### src/rtl/pipe_barrel_shifter.sv
// Pipelined barrel shifter/rotator, one register stage per shift level, valid/ready on both sides.
// Rotate modes are built only when PIPE_BARREL_SHIFTER_ROTATE_EN is defined; otherwise ROL/ROR pass through.
`timescale 1ns/1ps
module pipe_barrel_shifter #(
  parameter int WIDTH = 8,
  parameter int SHW   = $clog2(WIDTH)
) (
  input  logic             clk,
  input  logic             rst,
  input  logic             flush,
  input  logic             in_valid,
  output logic             in_ready,
  input  logic [2:0]       in_op,
  input  logic [SHW-1:0]   in_shamt,
  input  logic [WIDTH-1:0] in_data,
  output logic             out_valid,
  input  logic             out_ready,
  output logic [WIDTH-1:0] out_data,
  output logic             out_zero
);

  localparam logic [2:0] OP_SLL = 3'b000;
  localparam logic [2:0] OP_SRL = 3'b001;
  localparam logic [2:0] OP_SRA = 3'b010;
`ifdef PIPE_BARREL_SHIFTER_ROTATE_EN
  localparam logic [2:0] OP_ROL = 3'b011;
  localparam logic [2:0] OP_ROR = 3'b100;
`endif

  // One shift level: amt is the stage's fixed power of two, en its shamt bit.
  function automatic logic [WIDTH-1:0] shift_stage(
    input logic [WIDTH-1:0] d,
    input logic [2:0]       op,
    input logic             sign,
    input logic             en,
    input int               amt
  );
    logic [WIDTH-1:0] r;
    logic [WIDTH-1:0] fill;
    fill = ~({WIDTH{1'b1}} >> amt);
    if (en) begin
      case (op)
        OP_SLL:  r = d << amt;
        OP_SRL:  r = d >> amt;
        OP_SRA:  r = (d >> amt) | (sign ? fill : {WIDTH{1'b0}});
`ifdef PIPE_BARREL_SHIFTER_ROTATE_EN
        OP_ROL:  r = (d << amt) | (d >> (WIDTH - amt));
        OP_ROR:  r = (d >> amt) | (d << (WIDTH - amt));
`endif
        default: r = d;
      endcase
    end else begin
      r = d;
    end
    return r;
  endfunction

  logic             valid_r [SHW];
  logic [2:0]       op_r    [SHW];
  logic [SHW-1:0]   shamt_r [SHW];
  logic [WIDTH-1:0] data_r  [SHW];
  logic             sign_r  [SHW];

  logic             src_valid_s [SHW];
  logic [2:0]       src_op_s    [SHW];
  logic [SHW-1:0]   src_shamt_s [SHW];
  logic [WIDTH-1:0] src_data_s  [SHW];
  logic             src_sign_s  [SHW];
  logic [WIDTH-1:0] nxt_data_s  [SHW];

  logic advance_s;

  assign out_valid = valid_r[SHW-1];
  assign advance_s = !out_valid || out_ready;
  assign in_ready  = advance_s && !flush;
  // Output is gated so stale data left behind by a flush never shows.
  assign out_data  = out_valid ? data_r[SHW-1] : {WIDTH{1'b0}};
  assign out_zero  = out_valid && (data_r[SHW-1] == {WIDTH{1'b0}});

  // Stage inputs and the shifted data each stage would load.
  always_comb begin
    src_valid_s[0] = in_valid && in_ready;
    src_op_s[0]    = in_op;
    src_shamt_s[0] = in_shamt;
    src_data_s[0]  = in_data;
    src_sign_s[0]  = in_data[WIDTH-1];
    for (int k = 1; k < SHW; k++) begin
      src_valid_s[k] = valid_r[k-1];
      src_op_s[k]    = op_r[k-1];
      src_shamt_s[k] = shamt_r[k-1];
      src_data_s[k]  = data_r[k-1];
      src_sign_s[k]  = sign_r[k-1];
    end
    for (int k = 0; k < SHW; k++) begin
      nxt_data_s[k] = shift_stage(src_data_s[k], src_op_s[k], src_sign_s[k],
                                  src_shamt_s[k][k], 32'd1 << k);
    end
  end

  // Pipeline registers: global stall, flush kills valids only.
  always_ff @(posedge clk or posedge rst) begin
    if (rst) begin
      for (int k = 0; k < SHW; k++) begin
        valid_r[k] <= 1'b0;
        op_r[k]    <= 3'b000;
        shamt_r[k] <= {SHW{1'b0}};
        data_r[k]  <= {WIDTH{1'b0}};
        sign_r[k]  <= 1'b0;
      end
    end else if (flush) begin
      for (int k = 0; k < SHW; k++) begin
        valid_r[k] <= 1'b0;
      end
    end else if (advance_s) begin
      for (int k = 0; k < SHW; k++) begin
        valid_r[k] <= src_valid_s[k];
        op_r[k]    <= src_op_s[k];
        shamt_r[k] <= src_shamt_s[k];
        data_r[k]  <= nxt_data_s[k];
        sign_r[k]  <= src_sign_s[k];
      end
    end else begin
      for (int k = 0; k < SHW; k++) begin
        valid_r[k] <= valid_r[k];
      end
    end
  end

endmodule

### config.mk
export PLATFORM = sky130hd
export DESIGN_NAME = pipe_barrel_shifter
export DESIGN_NICKNAME = d
export VERILOG_FILES = /design/src/rtl/pipe_barrel_shifter.sv
export SDC_FILE = /design/constraint.sdc
export NUM_CORES = 1
export LEC_CHECK = 0
export ABC_AREA = 0
export CAP_MARGIN = 20
export CORE_ASPECT_RATIO = 1.5
export CORE_MARGIN = 2
export CORE_UTILIZATION = 30
export CTS_CLUSTER_DIAMETER = 80
export CTS_CLUSTER_SIZE = 30
export DETAILED_ROUTE_END_ITERATION = 10
export PLACE_DENSITY_LB_ADDON = 0.15
export SYNTH_ARGS = -nofsm -noshare
export SYNTH_HDL_FRONTEND = slang
export SYNTH_SLANG_ARGS = --single-unit
### constraint.sdc
create_clock -name clk -period 1.7 [get_ports clk]
set_clock_uncertainty 0.1 [all_clocks]
set_input_delay 0.34 -clock clk [delete_from_list [all_inputs] [get_ports clk]]
set_output_delay 0.34 -clock clk [all_outputs]
set_load 0.02 [all_outputs]
Yosys cells after proc, flatten, opt, wreduce, memory -nomap -nowiden
Cells that the tools add are included.

cells by class
  equality and inequality tests = 6
  multiplexer cells = 12
  bitwise logic cells = 4
  reduce and logical (&&, ||, !) cells = 12

operators by type and width
  operator                                                          number
  8-bit case mux with 3 select lines                                3
  8-bit 2-to-1 mux                                                  7
  3-bit by 1-bit == test with 1-bit output (second input constant)  3
  3-bit by 2-bit == test with 1-bit output (second input constant)  3
  3-bit zero test                                                   3
  8-bit zero test                                                   1
  4-bit by 8-bit bitwise OR with 8-bit output                       1
  6-bit by 8-bit bitwise OR with 8-bit output                       1
  7-bit by 8-bit bitwise OR with 8-bit output                       1
  3-bit 2-to-1 mux                                                  2
  1-bit logical AND                                                 3
  1-bit zero test                                                   2
  2-bit AND reduction                                               1
  2-bit nonzero test                                                1
  1-bit logical OR                                                  1
  1-bit inverter                                                    1

word-level totals
  flip-flop bits (word level) = 41
  input bits = 19
  output and inout port bits = 11
  logic and storage cells = 46

Longest topological paths before layout
  depth in word-level cells = 6
  mapped depth = 7
  gate-level depth less buffers = 4

Least setup slack after synthesis
Ideal clock, no wire load.

  path type = reg-to-output
  start point = register data_r[3] in the netlist's numbering
  end point = output out_zero
  arrival time = 1.427 ns
  required time = 1.260 ns
  path slack = -0.167 ns
  stages on the path, launching flop included = 4
  buffers on the path = 0
  cell sequence = dfrtp_1 -> nor4_1 -> nand2_1 -> nor4b_1

between the ends
  longest elaborated chain between the ends = 2

RTL lines
  element                          line  RTL
  start, declared                  61    logic [WIDTH-1:0] data_r [SHW];
  start signal, assigned by index  107   data_r[k] <= {WIDTH{1'b0}};
  start signal, assigned by index  119   data_r[k] <= nxt_data_s[k];
  8-bit zero test                  78    assign out_zero = out_valid && (data_r[SHW-1] == {WIDTH{1'b0}});
  1-bit logical AND                78
  end, declared                    19    output logic out_zero

Every way passes these cells.

Worst setup path after layout
Same ends and word-level chain as after synthesis.

==> flow_summary.ini <==
[place]
placed_cells = 307
place_congestion = 0.869
io_buffers = 29
dpl.hpwl_mm = 3.12

[cells_and_area]
drive_gt1_frac = 0.237
antennaDiodeCount = 0
final-instance-count-excl-fill = 315
synthToLayoutAreaGrowth_pct = 31.5
fin_nets = 259

[sta]
relSlewSlack = 0.675
setup_slack_ns = -0.198
worstMarginPinSlew_ns = 0.486
timing.hold.ws_ns = 0.295
hold_viol = 0
finalMaxSlewViolations = 0
layout_min_cycle_time_ns = 1.90
setup_viol = 1
timing.final.crit_share = 1.12
rsz0062_at_grt = yes
max_freq_mhz = 527

[global_routing]
grt_pass1_wl_mm = 7.45
grtUsageMet3 = 0.0237
antenna_found_initial = 0
grt_use_total = 0.134
overflow = 0
grt_use_met2 = 0.252
grt_max_degree = 39
grt_pass1_vias = 1575
grt_busiest_layer = met2
grt_util_met1 = 0.140

[clock_network]
cts.path.max_buffers = 2
cts-root-buf = clkbuf_8
cts_tree = done
numCtsBuffers = 5
cts_hold_buf = 0
htree_levels = 2
clock_sinks = 38
post_cts_buffers = 0
clk_pin_slew_worst_paths_ns = 0.07
insertion_delay_ns = 0.29

[logic_synthesis]
synth_area_leaders = dfrtp_1 (49%), a21oi_1 (6.7%), mux2_2 (5.8%)
synth-edff-count = 0
async_reset_ff_frac = 1.00
synth_top_family_by_area = compound AO/OA/AOI/OAI gates
syn_inst = 195
synthSimpleGateAreaFrac = 0.164
synth-compound-area-share = 0.217
synth_fa_ha_area_frac = 0
synth_mux_area_frac = 0.0686
yosys_warnings = 0
syn_area_per_cell_um2 = 9.91
synth_flop_cell = dfrtp_1
yosysTopAreaCell = dfrtp_1
synth_nets = 214
seq_area_frac_synth = 0.492
ys_seq_elements = 38
synth_top_area_frac = 0.492
synth-xor-area-share = 0.0136
synth_area_um2 = 1930
ys_types = 35

[job]
drv_cap = 0

[worst_setup_path]
worstPathArrival_ns = 1.46
worstSetupStartpointType = flop
worst-path-max-fanout = 2
worstSetupPathType = flop to primary output
crit_required_ns = 1.26
crit_path_end_kind = primary output

[floorplan]
ioPinCount = 30
initial_core_util = 0.313
dieArea_um2 = 7110
die_w_um = 69.5
die_h_um = 102
rows = 35
core_um2 = 6170

[hold_path]
hold_path.class = input pin to asynchronous set/reset pin

[detailed_routing]
drt-total-wl_mm = 4.24
drtIter0Drc = 61
wl_per_cell_um = 13.4
via_count = 1577
dr.pass1.iters = 4
drt_drc_violations_left = 0
detail-route-antenna-nets = 0
viasPerCell = 5.01

[power]
power_frac_comb = 0.211
clockPowerShare = 0.350
pwr-share-seq = 0.440
leakagePower_nw = 1.07
powerDensity_nw_per_um2 = 1060
ir_worst_vdd_v = 0.000377
switching_share = 0.267
internal_power_mw = 1.98
switchingPower_uw = 718

[outcome]
violations = setup timing
status = finished with violations
-- power by group through the flow --
stage / sequential, mW / combinational, mW / clock [mW]
6_report: 1.18 / 0.568 / 0.943
5_1_grt: 1.20 / 0.651 / 1.01
4_1_cts: 1.18 / 0.571 / 0.968
3_3_place_gp: 1.20 / 0.566 / 0
2_1_floorplan: 1.15 / 0.381 / 0
3_5_place_dp: 1.20 / 0.570 / 0
-- routing by layer --
metal | share of wire | vias to the layer above
met4 | 0.031 | 0
met2 | 0.54 | 37
met3 | 0.038 | 11
li1 | - | 797
met5 | 0 | -
met1 | 0.39 | 732
-- final cells by class --
| type | instances | area [µm²] |
|---|---|---|
| Clock buffer | 6 | 82.6 |
| Sequential cell | 38 | 951 |
| Fill cell | 632 | 3630 |
| Timing Repair Buffer | 49 | 433 |
| Multi-Input combinational cell | 144 | 915 |
| Clock inverter | 2 | 60.1 |
| Inverter | 2 | 7.51 |
| Tap cell | 74 | 92.6 |
-- critical path, cell delays in order, from the launching register on --
cell	delay, ns
dfrtp_1	0.39
nor4_2	0.29
nand2_1	0.10
nor4b_2	0.21
buf_4	0.18
-- synthesized netlist by cell type, types with 4 or more instances --
library cell / instances
dfrtp_1: 38
a21oi_1: 26
nor2_1: 25
o21ai_0: 14
nand2_1: 12
mux2_2: 10
a22oi_1: 9
and2_1: 9
a222oi_1: 6
buf_2: 4
o21a_1: 4
-- flip-flops by register name, summed over array words and instances, names as in the netlist --
signal	cells
data_r	24
op_r	6
shamt_r	3
sign_r	2
src_valid_s	2
out_valid	1
-- repair_timing --
item / 4_1_cts / 5_1_grt
pin swaps: 0 / 1
resized for setup: 30 / 14
endpoints found under the setup margin: 11 / 31
-- layout by cell type (no fill, tap or decap), types with 2 or more instances in the layout --
cell	netlist	layout
dfrtp_1	38	38
a21oi_1	26	26
nor2_1	25	25
buf_4	2	18
clkdlybuf4s50_1	0	17
o21ai_0	14	14
nand2_1	12	11
mux2_2	10	10
and2_1	9	9
a22oi_1	9	9
clkbuf_2	1	7
a222oi_1	6	6
clkbuf_8	0	6
o21a_1	4	4
nand2b_1	3	3
a31oi_1	3	3
xnor2_1	2	2
inv_1	2	2
mux2i_1	2	2
nor3_1	2	2
a22o_1	2	2
a32oi_1	2	2
bufinv_16	0	2
buf_12	0	2
-- logic make-up after synthesis --
| kind of cell | count (synthesis) |
|---|---|
| flip-flops | 38 |
| AO/OA/AOI/OAI | 67 |
| buffers and inverters | 13 |
| XOR/XNOR | 3 |
| AND/OR/NAND/NOR | 62 |
| multiplexers | 12 |
-- through the flow --
| stage | setup TNS (ns) | util | power (mW) | instance area (µm²) | setup WS, ns |
|---|---|---|---|---|---|
| global route | -0.263 | 0.412 | 2.86 | 2540 | -0.263 |
| CTS | -0.236 | 0.415 | 2.72 | 2560 | -0.236 |
| finish | -0.198 | 0.412 | 2.69 | 2540 | -0.198 |
| global placement | -8.46 | 0.392 | 1.76 | 2420 | -0.408 |
| floorplan | 0 | - | 1.53 | 1940 | 0.0656 |
| detailed placement | -8.60 | 0.392 | 1.77 | 2420 | -0.410 |
-- worst paths after layout --
check | from | endpoint | slack (ns) | cells past startpoint
worst max-delay path | data_r[3]$_DFFE_PP0N_ | out_zero | -0.20 | 4
worst min-delay path | rst | sign_r[2]$_DFFE_PP0N_ | 0.30 | 3
worst max register to register | out_valid$_DFFE_PP0P_ | op_r[4]$_DFFE_PP0N_ | 0.13 | 4
worst min register to register | src_valid_s[0]$_DFFE_PP0P_ | out_valid$_DFFE_PP0P_ | 0.40 | 2
max in group asynchronous | rst | data_r[15]$_DFFE_PP0N_ | 1.02 | 3
min in group clk | src_valid_s[0]$_DFFE_PP0P_ | out_valid$_DFFE_PP0P_ | 0.40 | 2
No activity file was read; power rests on OpenSTA's default activity.
